File: src/rtl/rv_core_pkg.sv
// Shared encodings, ALU op enum and decoded-control bundle
// for the three-stage RV32I-subset core.
package rv_core_pkg;

    localparam logic [6:0] OP_R   = 7'b0110011;
    localparam logic [6:0] OP_I   = 7'b0010011;
    localparam logic [6:0] OP_B   = 7'b1100011;
    localparam logic [6:0] OP_SYS = 7'b1110011;

    localparam logic [2:0] F3_ADD = 3'b000;
    localparam logic [2:0] F3_AND = 3'b111;
    localparam logic [2:0] F3_OR  = 3'b110;
    localparam logic [2:0] F3_XOR = 3'b100;
    localparam logic [2:0] F3_BEQ = 3'b000;

    localparam logic [6:0] F7_BASE = 7'b0000000;
    localparam logic [6:0] F7_SUB  = 7'b0100000;

    localparam logic [31:0] NOP_INSTR = 32'h0000_0013;

    typedef enum logic [2:0] {
        ALU_ADD,
        ALU_SUB,
        ALU_AND,
        ALU_OR,
        ALU_XOR,
        ALU_PASS
    } alu_op_e;

    typedef struct packed {
        logic    reg_wen;
        logic    use_imm;
        logic    is_branch;
        logic    is_halt;
        alu_op_e alu_op;
    } ctrl_t;

    // Unrecognised encodings fall through as a NOP.
    function automatic ctrl_t decode(input logic [31:0] ins);
        ctrl_t c;
        c.reg_wen   = 1'b0;
        c.use_imm   = 1'b0;
        c.is_branch = 1'b0;
        c.is_halt   = 1'b0;
        c.alu_op    = ALU_PASS;
        case (ins[6:0])
            OP_R: begin
                if (ins[31:25] == F7_SUB && ins[14:12] == F3_ADD) begin
                    c.reg_wen = 1'b1;
                    c.alu_op  = ALU_SUB;
                end else if (ins[31:25] == F7_BASE) begin
                    case (ins[14:12])
                        F3_ADD: begin c.reg_wen = 1'b1; c.alu_op = ALU_ADD; end
                        F3_AND: begin c.reg_wen = 1'b1; c.alu_op = ALU_AND; end
                        F3_OR:  begin c.reg_wen = 1'b1; c.alu_op = ALU_OR;  end
                        F3_XOR: begin c.reg_wen = 1'b1; c.alu_op = ALU_XOR; end
                        default: ;
                    endcase
                end
            end
            OP_I: begin
                if (ins[14:12] == F3_ADD) begin
                    c.reg_wen = 1'b1;
                    c.use_imm = 1'b1;
                    c.alu_op  = ALU_ADD;
                end
            end
            OP_B: begin
                if (ins[14:12] == F3_BEQ)
                    c.is_branch = 1'b1;
            end
            OP_SYS: c.is_halt = 1'b1;
            default: ;
        endcase
        return c;
    endfunction

endpackage

File: src/rtl/rv_regfile.sv
// Register file: two async read ports, one sync write port,
// x0 and out-of-range indices read as zero and ignore writes.
module rv_regfile
    import rv_core_pkg::*;
#(
    parameter int DATA_WIDTH = 8,
    parameter int NUM_REGS   = 32
) (
    input  logic                  clk,
    input  logic                  rst,
    input  logic                  we,
    input  logic [4:0]            waddr,
    input  logic [DATA_WIDTH-1:0] wdata,
    input  logic [4:0]            raddr_a,
    input  logic [4:0]            raddr_b,
    output logic [DATA_WIDTH-1:0] rdata_a,
    output logic [DATA_WIDTH-1:0] rdata_b
);

    localparam int AW = $clog2(NUM_REGS);

    logic [DATA_WIDTH-1:0] regs_q [NUM_REGS];
    logic [DATA_WIDTH-1:0] regs_d [NUM_REGS];
    logic                  wr_ok;

    assign wr_ok = we && (waddr != 5'd0) && (32'(waddr) < NUM_REGS);

    always_comb begin
        regs_d = regs_q;
        if (wr_ok)
            regs_d[waddr[AW-1:0]] = wdata;
    end

    always_ff @(posedge clk) begin
        if (rst) begin
            for (int i = 0; i < NUM_REGS; i++)
                regs_q[i] <= '0;
        end else begin
            regs_q <= regs_d;
        end
    end

    always_comb begin
        rdata_a = '0;
        rdata_b = '0;
        if (raddr_a != 5'd0 && 32'(raddr_a) < NUM_REGS)
            rdata_a = regs_q[raddr_a[AW-1:0]];
        if (raddr_b != 5'd0 && 32'(raddr_b) < NUM_REGS)
            rdata_b = regs_q[raddr_b[AW-1:0]];
    end

endmodule

File: src/rtl/pipelined_rv_core.sv
// Three-stage IF/EX/WB core with byte loader, WB->EX forwarding,
// taken-branch flush and halt.
module pipelined_rv_core
    import rv_core_pkg::*;
#(
    parameter int DATA_WIDTH = 8,
    parameter int NUM_REGS   = 32,
    parameter int PM_DEPTH   = 32,
    parameter int PCW        = $clog2(PM_DEPTH)
) (
    input  logic                  clk,
    input  logic                  rst,
    input  logic                  run,
    input  logic                  load_en,
    input  logic [PCW+1:0]        load_addr,
    input  logic [7:0]            load_data,
    output logic [DATA_WIDTH-1:0] result,
    output logic                  result_valid,
    output logic [4:0]            wb_reg,
    output logic [PCW-1:0]        pc,
    output logic                  halted
);

    logic [31:0] pm_q [PM_DEPTH];

    logic [PCW-1:0]        pc_q, pc_d;
    logic [31:0]           ifid_q, ifid_d;
    logic [PCW-1:0]        ifid_pc_q, ifid_pc_d;
    logic [DATA_WIDTH-1:0] result_q, result_d;
    logic                  result_valid_q, result_valid_d;
    logic [4:0]            wb_reg_q, wb_reg_d;
    logic                  halted_q, halted_d;

    ctrl_t                 ctrl;
    logic [4:0]            rs1, rs2, rd;
    logic [DATA_WIDTH-1:0] rf_a, rf_b;
    logic [DATA_WIDTH-1:0] opa, opb, alu_b, alu_y, imm;
    logic [12:0]           bimm;
    logic [PCW-1:0]        br_tgt;
    logic                  fwd_a, fwd_b, taken, wen_ex;

    // Program memory is only written in load mode and never reset.
    always_ff @(posedge clk) begin
        if (load_en && !run)
            pm_q[load_addr[PCW+1:2]][{load_addr[1:0], 3'b000} +: 8] <= load_data;
    end

    assign ctrl = decode(ifid_q);
    assign rs1  = ifid_q[19:15];
    assign rs2  = ifid_q[24:20];
    assign rd   = ifid_q[11:7];
    assign imm  = DATA_WIDTH'($signed(ifid_q[31:20]));
    assign bimm = {ifid_q[31], ifid_q[7], ifid_q[30:25], ifid_q[11:8], 1'b0};

    assign br_tgt = ifid_pc_q + PCW'($signed(bimm) >>> 2);

    rv_regfile #(
        .DATA_WIDTH (DATA_WIDTH),
        .NUM_REGS   (NUM_REGS)
    ) u_rf (
        .clk     (clk),
        .rst     (rst),
        .we      (result_valid_q),
        .waddr   (wb_reg_q),
        .wdata   (result_q),
        .raddr_a (rs1),
        .raddr_b (rs2),
        .rdata_a (rf_a),
        .rdata_b (rf_b)
    );

    assign fwd_a = result_valid_q && (wb_reg_q == rs1) && (rs1 != 5'd0);
    assign fwd_b = result_valid_q && (wb_reg_q == rs2) && (rs2 != 5'd0);
    assign opa   = fwd_a ? result_q : rf_a;
    assign opb   = fwd_b ? result_q : rf_b;
    assign alu_b = ctrl.use_imm ? imm : opb;

    always_comb begin
        alu_y = alu_b;
        case (ctrl.alu_op)
            ALU_ADD:  alu_y = opa + alu_b;
            ALU_SUB:  alu_y = opa - alu_b;
            ALU_AND:  alu_y = opa & alu_b;
            ALU_OR:   alu_y = opa | alu_b;
            ALU_XOR:  alu_y = opa ^ alu_b;
            default:  alu_y = alu_b;
        endcase
    end

    assign taken  = ctrl.is_branch && (opa == opb);
    assign wen_ex = ctrl.reg_wen && (rd != 5'd0) && (32'(rd) < NUM_REGS);

    always_comb begin
        pc_d           = pc_q + PCW'(1);
        ifid_d         = pm_q[pc_q];
        ifid_pc_d      = pc_q;
        halted_d       = halted_q;
        result_d       = alu_y;
        result_valid_d = wen_ex;
        wb_reg_d       = wen_ex ? rd : 5'd0;
        if (halted_q || ctrl.is_halt) begin
            halted_d = 1'b1;
            pc_d     = pc_q;
            ifid_d   = NOP_INSTR;
        end else if (taken) begin
            pc_d   = br_tgt;
            ifid_d = NOP_INSTR;
        end
        // Load/idle mode keeps the pipeline empty and parked at word 0.
        if (!run) begin
            pc_d           = '0;
            ifid_d         = NOP_INSTR;
            ifid_pc_d      = '0;
            halted_d       = 1'b0;
            result_d       = '0;
            result_valid_d = 1'b0;
            wb_reg_d       = 5'd0;
        end
    end

    always_ff @(posedge clk) begin
        if (rst) begin
            pc_q           <= '0;
            ifid_q         <= NOP_INSTR;
            ifid_pc_q      <= '0;
            halted_q       <= 1'b0;
            result_q       <= '0;
            result_valid_q <= 1'b0;
            wb_reg_q       <= 5'd0;
        end else begin
            pc_q           <= pc_d;
            ifid_q         <= ifid_d;
            ifid_pc_q      <= ifid_pc_d;
            halted_q       <= halted_d;
            result_q       <= result_d;
            result_valid_q <= result_valid_d;
            wb_reg_q       <= wb_reg_d;
        end
    end

    assign result       = result_q;
    assign result_valid = result_valid_q;
    assign wb_reg       = wb_reg_q;
    assign pc           = pc_q;
    assign halted       = halted_q;

endmodule

File: config.mk
export PLATFORM = sky130hd
export DESIGN_NAME = pipelined_rv_core
export DESIGN_NICKNAME = d
export VERILOG_FILES = /design/src/rtl/rv_core_pkg.sv /design/src/rtl/rv_regfile.sv /design/src/rtl/pipelined_rv_core.sv
export SDC_FILE = /design/constraint.sdc
export NUM_CORES = 2
export LEC_CHECK = 0
export CORE_ASPECT_RATIO = 0.9
export CORE_MARGIN = 8
export CORE_UTILIZATION = 40
export CTS_CLUSTER_SIZE = 14
export DETAILED_ROUTE_END_ITERATION = 16
export HOLD_SLACK_MARGIN = 0.08
export PLACE_DENSITY = 0.65
export SYNTH_ARGS = -nofsm -noshare
export SYNTH_HDL_FRONTEND = slang
export SYNTH_SLANG_ARGS = --single-unit
export TNS_END_PERCENT = 50
File: constraint.sdc
create_clock -name clk -period 6.6 [get_ports clk]
set_input_delay 0.66 -clock clk [delete_from_list [all_inputs] [get_ports clk]]
set_output_delay 0.66 -clock clk [all_outputs]
set_load 0.01 [all_outputs]
Word-level counts from Yosys, hierarchy flattened
Memory sizes are Yosys's and may differ from the RTL's. A register that Yosys moved wholly into a read port is not among the register bits.
Index checks and enable logic that the tools add are counted.
{ "classes": {"add_sub_neg": 5, "n_mul": 0, "div": 0, "n_lt_le_gt_ge": 4, "n_eq_ne": 15, "shift": 2, "n_mux": 32, "n_bitwise": 8, "reduce_logical": 23} }
{ "op_table": {"columns": ["operator", "count"], "rows": [
  ["256-bit bitwise mux", 1],
  ["8-bit binary-select mux with 5-bit select", 2],
  ["8-bit two-way mux", 10],
  ["8-bit demux with 5-bit select", 1],
  ["8-bit case mux with 5 select lines", 1],
  ["32-bit two-way mux", 1],
  ["8-bit by 7-bit variable shift with 32-bit output, first input constant", 1],
  ["8-bit by 7-bit indexed part select with 32-bit output", 1],
  ["5-bit nonzero test", 4],
  ["6-bit greater-or-equal comparator, second input constant", 3],
  ["5-bit inverter with 6-bit output", 3],
  ["7-bit by 6-bit == test with 1-bit output, second input constant", 2],
  ["7-bit == test, second input constant", 2],
  ["3-bit == test, second input constant", 4],
  ["3-bit case mux with 4 select lines", 1],
  ["5-bit == test", 2],
  ["1-bit logical AND", 10],
  ["3-bit two-way mux", 3],
  ["8-bit adder", 1],
  ["8-bit AND", 1],
  ["8-bit == test", 1],
  ["1-bit two-way mux", 8],
  ["8-bit OR", 1],
  ["4-bit OR reduction", 2],
  ["20 further kinds", 23]
]} }
{ "totals": {"regBits": 281, "latchBits": 0, "ram_bits": 1024, "rom_bits": 0, "input_bits": 19, "output_inout_bits": 20, "wordCells": 128, "mem_count": 1} }
{ "mem_list": {"columns": ["memory", "words", "width", "read_ports", "rd_ports_with_merged_regs", "write_ports", "line", "source"], "rows": [
  ["pm_q", 32, 32, 1, 1, 1, "pipelined_rv_core.sv:24", "logic [31:0] pm_q [PM_DEPTH];"]
]} }

Longest topological paths before layout
{ "logic_depth": {"word_depth": 9, "depth_mapped": 24, "depth_no_buf": 21} }

Cells and area by module
Synthesis repeated with hierarchy kept, for this count alone.
{ "unflattened": {"hier_cells": 3657, "hier_area_um2": 57154.8} }
{ "by_module_without_submodules": {"columns": ["mod", "instances", "cells_per_inst", "area_each_um2", "seq_area_each_um2"], "rows": [
  ["pipelined_rv_core", 1, 2108, 43212.7, 31890.6],
  ["rv_regfile", 1, 1549, 13942.1, 5124.9]
]} }

Worst setup path after synthesis
No wires, ideal clock.
{ "synth_timing": {"path_kind": "reg2reg", "from": "register ifid_q[20], read port of pm_q", "to": "register result_q[7], in the netlist result[7]", "setup_ps": 132, "arrival_time_ps": 3832, "required_time_ps": 6468, "path_slack_ps": 2636, "path_stages_with_launch": 24, "n_path_buf": 4, "synth_period_minus_slack_ps": 3964, "path_cell_list": "dfxtp_1 buf_6 buf_6 buf_6 buf_6 and2b_1 a22oi_1 nand3_1 nand4_1 a22oi_1 mux2_2 xnor2_1 inv_1 ha_1 nor2b_1 o21ai_0 nand2b_1 a21o_1 a21o_1 a31oi_1 xnor2_1 xnor2_1 xnor2_1 a21oi_1"} }
{ "synth_via": {"elab_chain_len": 9, "word_cells_on_any_way": 17, "cone_classes": "add/sub: 2; eq/ne: 1; mux: 7; bitwise: 4; reduce/logical: 3"} }
{ "synth_rtl": {"columns": ["element", "line", "source"], "rows": [
  ["start: declaration", "pipelined_rv_core.sv:27", "logic [31:0] ifid_q, ifid_d;"],
  ["5-bit inverter with 6-bit output (not written as such)", "rv_regfile.sv:49", "rdata_b = regs_q[raddr_b[AW-1:0]];"],
  ["8-bit binary-select mux with 5-bit select", "rv_regfile.sv:49", null],
  ["8-bit two-way mux (not written as such) (2 in series)", "rv_regfile.sv:49", null],
  ["8-bit two-way mux", "rv_regfile.sv:48", "if (raddr_b != 5'd0 && 32'(raddr_b) < NUM_REGS)"],
  ["8-bit two-way mux", "pipelined_rv_core.sv:75", "assign opb = fwd_b ? result_q : rf_b;"],
  ["8-bit two-way mux (*)", "pipelined_rv_core.sv:76", "assign alu_b = ctrl.use_imm ? imm : opb;"],
  ["8-bit subtractor, or another cell as far along", "pipelined_rv_core.sv:82", "ALU_SUB: alu_y = opa - alu_b;"],
  ["8-bit case mux with 5 select lines (*)", "pipelined_rv_core.sv:80", "case (ctrl.alu_op)"],
  ["end signal: assignment", "pipelined_rv_core.sv:135", "result_q <= result_d;"],
  ["end: declaration", "pipelined_rv_core.sv:29", "logic [DATA_WIDTH-1:0] result_q, result_d;"]
]} }
Mark *: on every way between the ends. The rest lies on a longest branch, timed or not. The select of a mux whose other input is x is not followed.
A chain may end at the register's enable or synchronous reset.

Final worst setup path
Ends and elaborated chain as after synthesis.

==> results.py <==
metrics = {
    "run_status": {
        "run_status": "completed",
    },
    "floorplanning": {
        "die_y_microns": 373,
        "dieWidth_microns": 413,
        "initial_core_util": 0.401,
        "core_sq_um": 141000,
        "die-area_sq_um": 154000,
        "rows": 131,
        "io_pins": 39,
    },
    "worst_setup_path": {
        "end_kind": "flip-flop",
        "rrSetupSlack_ns": 1.49,
        "cp_max_fo": 47,
        "worstSetupStartpoint": "ifid_q[20]$_SDFF_PP0_",
        "startpoint_type": "flip-flop",
        "crit_slowest_cell": "dfxtp_4",
        "worst-path-buf-inv": 2,
        "required_ns": 7.23,
        "cp_slowest_stage_delay_ns": 0.84,
        "critPathTopFamily": "compound AO/OA/AOI/OAI gates",
        "worstPathArrival_ns": 5.74,
        "path_class": "flip-flop to flip-flop",
        "cpMostUsedCell": "xnor2_1",
        "cp_cell_sequence": "nor2b_1 > a22oi_1 > nand3_1 > o211ai_1 > a21o_1 > inv_1 > nor2_1 > xnor2_1 > inv_1 > ha_1 > nor2b_1 > o21ai_0 > nand2b_1 > a21o_1 > a21o_1 > a31oi_1 > xnor2_1 > xnor2_1 > xnor2_1 > a21oi_1",
        "rr_startpoint": "ifid_q[20]$_SDFF_PP0_",
    },
    "routing": {
        "wl_per_cell_microns": 27.4,
        "first_pass_iters": 6,
        "drc_errors": 0,
        "postRouteAntennaNets": 0,
        "drt_iter0_markers": 4335,
        "wirelength_microns": 149000,
        "vias_per_cell": 5.82,
        "vias": 31800,
    },
    "clock_network": {
        "cts_tree": "done",
        "clkTransAtPathRegs_ns": 0.06,
        "cts_max_level": 4,
        "cts_buffer_depth": 3,
        "cts_sinks": 1337,
        "cts_setup_buffers": 0,
        "cts_resized": 0,
        "numCtsBuffers": 134,
        "cts_root_buf": "clkbuf_16",
        "cts-hold-fix-buffers": 0,
        "worstSkewPairLatency_ns": 0.77,
    },
    "placement": {
        "dp_hpwl_microns": 95500,
        "gp_congestion": 0.928,
        "dp_cells": 5204,
        "port-buffer-count": 38,
    },
    "timing": {
        "rsz0062_at_grt": "false",
        "finalCriticalPeriod_ns": 5.11,
        "fmax_mhz": 196,
        "worstMarginPinSlew_ns": 1.30,
        "fin_tns_setup_ns": 0,
        "report.final.hold_viol_count": 0,
        "drv_slew": 0,
        "relSlewSlack": 0.130,
        "finalSetupViolCount": 0,
        "finClkSkew_ns": 0.0222,
        "min_period_over_period": 0.775,
    },
    "final_layout": {
        "largest_register_ffs": 1024,
        "final_cell_mix": "1024 x edfxtp_1, 421 x nor2_1, 401 x mux4_2",
        "fin_nets": 3532,
        "instances_no_fill": 5453,
        "syn_to_final_growth_pct": 11.6,
        "mostFrequentLayoutCell": "edfxtp_1",
        "drive_above_1_share": 0.196,
        "fillers": 12100,
    },
    "synth": {
        "syn-num-nets": 3528,
        "avgSynthCellArea_sq_um": 16.3,
        "synth-seq-cells": 1337,
        "postSynthCellCount": 3474,
        "yosysWarningCount": 0,
        "ys_async_sr_fraction": 0,
        "synth-seq-area-share": 0.654,
        "ys.flop_type": "edfxtp_1",
        "synth_area_sq_um": 56600,
        "synth_edf_count": 1024,
        "synth_cell_type_count": 78,
    },
    "grt": {
        "grt_pass1_wl_microns": 219000,
        "grt_pass1_vias": 30900,
        "grt.total_usage": 0.190,
        "grt_overflow": 0,
        "antenna_found_initial": 2,
        "grt_max_degree": 116,
    },
    "run": {
        "drv_cap": 0,
    },
    "power_and_ir_drop": {
        "powerDensity_nw_per_um2": 277,
        "p_leak_uw": 0.0177,
        "ir_worst_vdd_mv": 0.295,
    },
    "min_path": {
        "hold_path.class": "flip-flop to flip-flop",
        "hold_start": "u_rf.regs_q[218]$_SDFFE_PP0P_",
    },
}
path summary, 6_finish.rpt:
kind / to / cells after the start
setup reg to reg: result[7]$_SDFF_PP0_ / 20
hold / removal: u_rf.regs_q[218]$_SDFFE_PP0P_ / 2
setup / recovery: result[7]$_SDFF_PP0_ / 20
hold reg to reg: u_rf.regs_q[218]$_SDFFE_PP0P_ / 2
stage by stage:
stage	power, uW	utilization	worst slack, ns	area, sq um	hold slack (ns)
floorplan	9900	-	2.64	56600	0.430
global placement	10200	0.417	1.55	58900	0.453
detailed placement	10200	0.417	1.54	58900	0.462
CTS	17600	0.447	1.52	63100	0.470
global route	18000	0.447	1.26	63100	0.482
finish	17500	0.448	1.49	63200	0.471
worst min-delay path, cell delays in order (launching register included):
cell     delay, ns
dfxtp_1       0.31
nand2_1       0.05
a21oi_1       0.05
report_power, final:
group	internal, uW	switching [uW]	total (uW)
Clock	4180	3290	7470
Sequential	9050	65.6	9110
Combinational	326	576	901
layout make-up:
class	count	area, sq um	share of cell area
Antenna cell	4	10.0	0.000158
Clock buffer	178	3690	0.0585
Clock inverter	67	602	0.00953
Inverter	34	128	0.00202
Multi-Input combinational cell	1865	18400	0.292
Sequential cell	1337	37000	0.587
Tap cell	1862	2330	0.0369
Timing Repair Buffer	106	932	0.0148
cells by family (layout without fill, tap and decap cells):
family / Yosys count / count (layout) / share of synthesized area
AOI/OAI and AO/OA: 233 / 233 / 0.0276
xor gates and xnor gates: 33 / 33 / 0.00511
adders and majority gates: 35 / 35 / 0.00800
buffers and inverters: 272 / 385 / 0.0211
DFF: 1337 / 1337 / 0.654
muxes: 733 / 733 / 0.219
other: 0 / 4 / 0
and+or+nand+nor: 831 / 831 / 0.0658
per-layer routing:
layer / up-vias / GRT usage / part of all wire
met4: 0 / 0.0506 / 0.021
met2: 1431 / 0.275 / 0.44
met1: 16600 / 0.288 / 0.44
li1: 13600 / - / -
met5: - / 0 / 0
met3: 179 / 0.0465 / 0.096
Yosys cell counts, types with 5 or more instances:
master	count	area [sq um]
a211oi_1	8	60.1
a21o_1	15	113
a21oi_1	87	435
a221oi_1	6	52.6
a222oi_1	6	60.1
a22oi_1	27	203
a31oi_1	9	56.3
a32o_1	5	50.1
a32oi_1	8	70.1
and2_1	47	294
and3_1	5	31.3
and3b_1	5	43.8
buf_1	42	158
buf_2	26	130
buf_4	9	67.6
buf_6	12	135
clkbuf_1	147	552
dfxtp_1	313	6270
edfxtp_1	1024	30700
ha_1	33	413
inv_1	33	124
mux2_2	14	158
mux2i_1	318	3180
mux4_2	401	9030
nand2_1	159	597
nand2b_1	9	56.3
nand3_1	77	385
nand3b_1	7	52.6
nand4_1	11	68.8
nor2_1	421	1580
nor2b_1	29	181
nor3_1	17	85.1
nor3b_1	12	90.1
nor4_1	8	50.1
o21ai_0	18	90.1
o22ai_1	8	50.1
or3_1	8	50.1
xnor2_1	25	219
xor2_1	8	70.1
(Power assumes the default switching activity.)
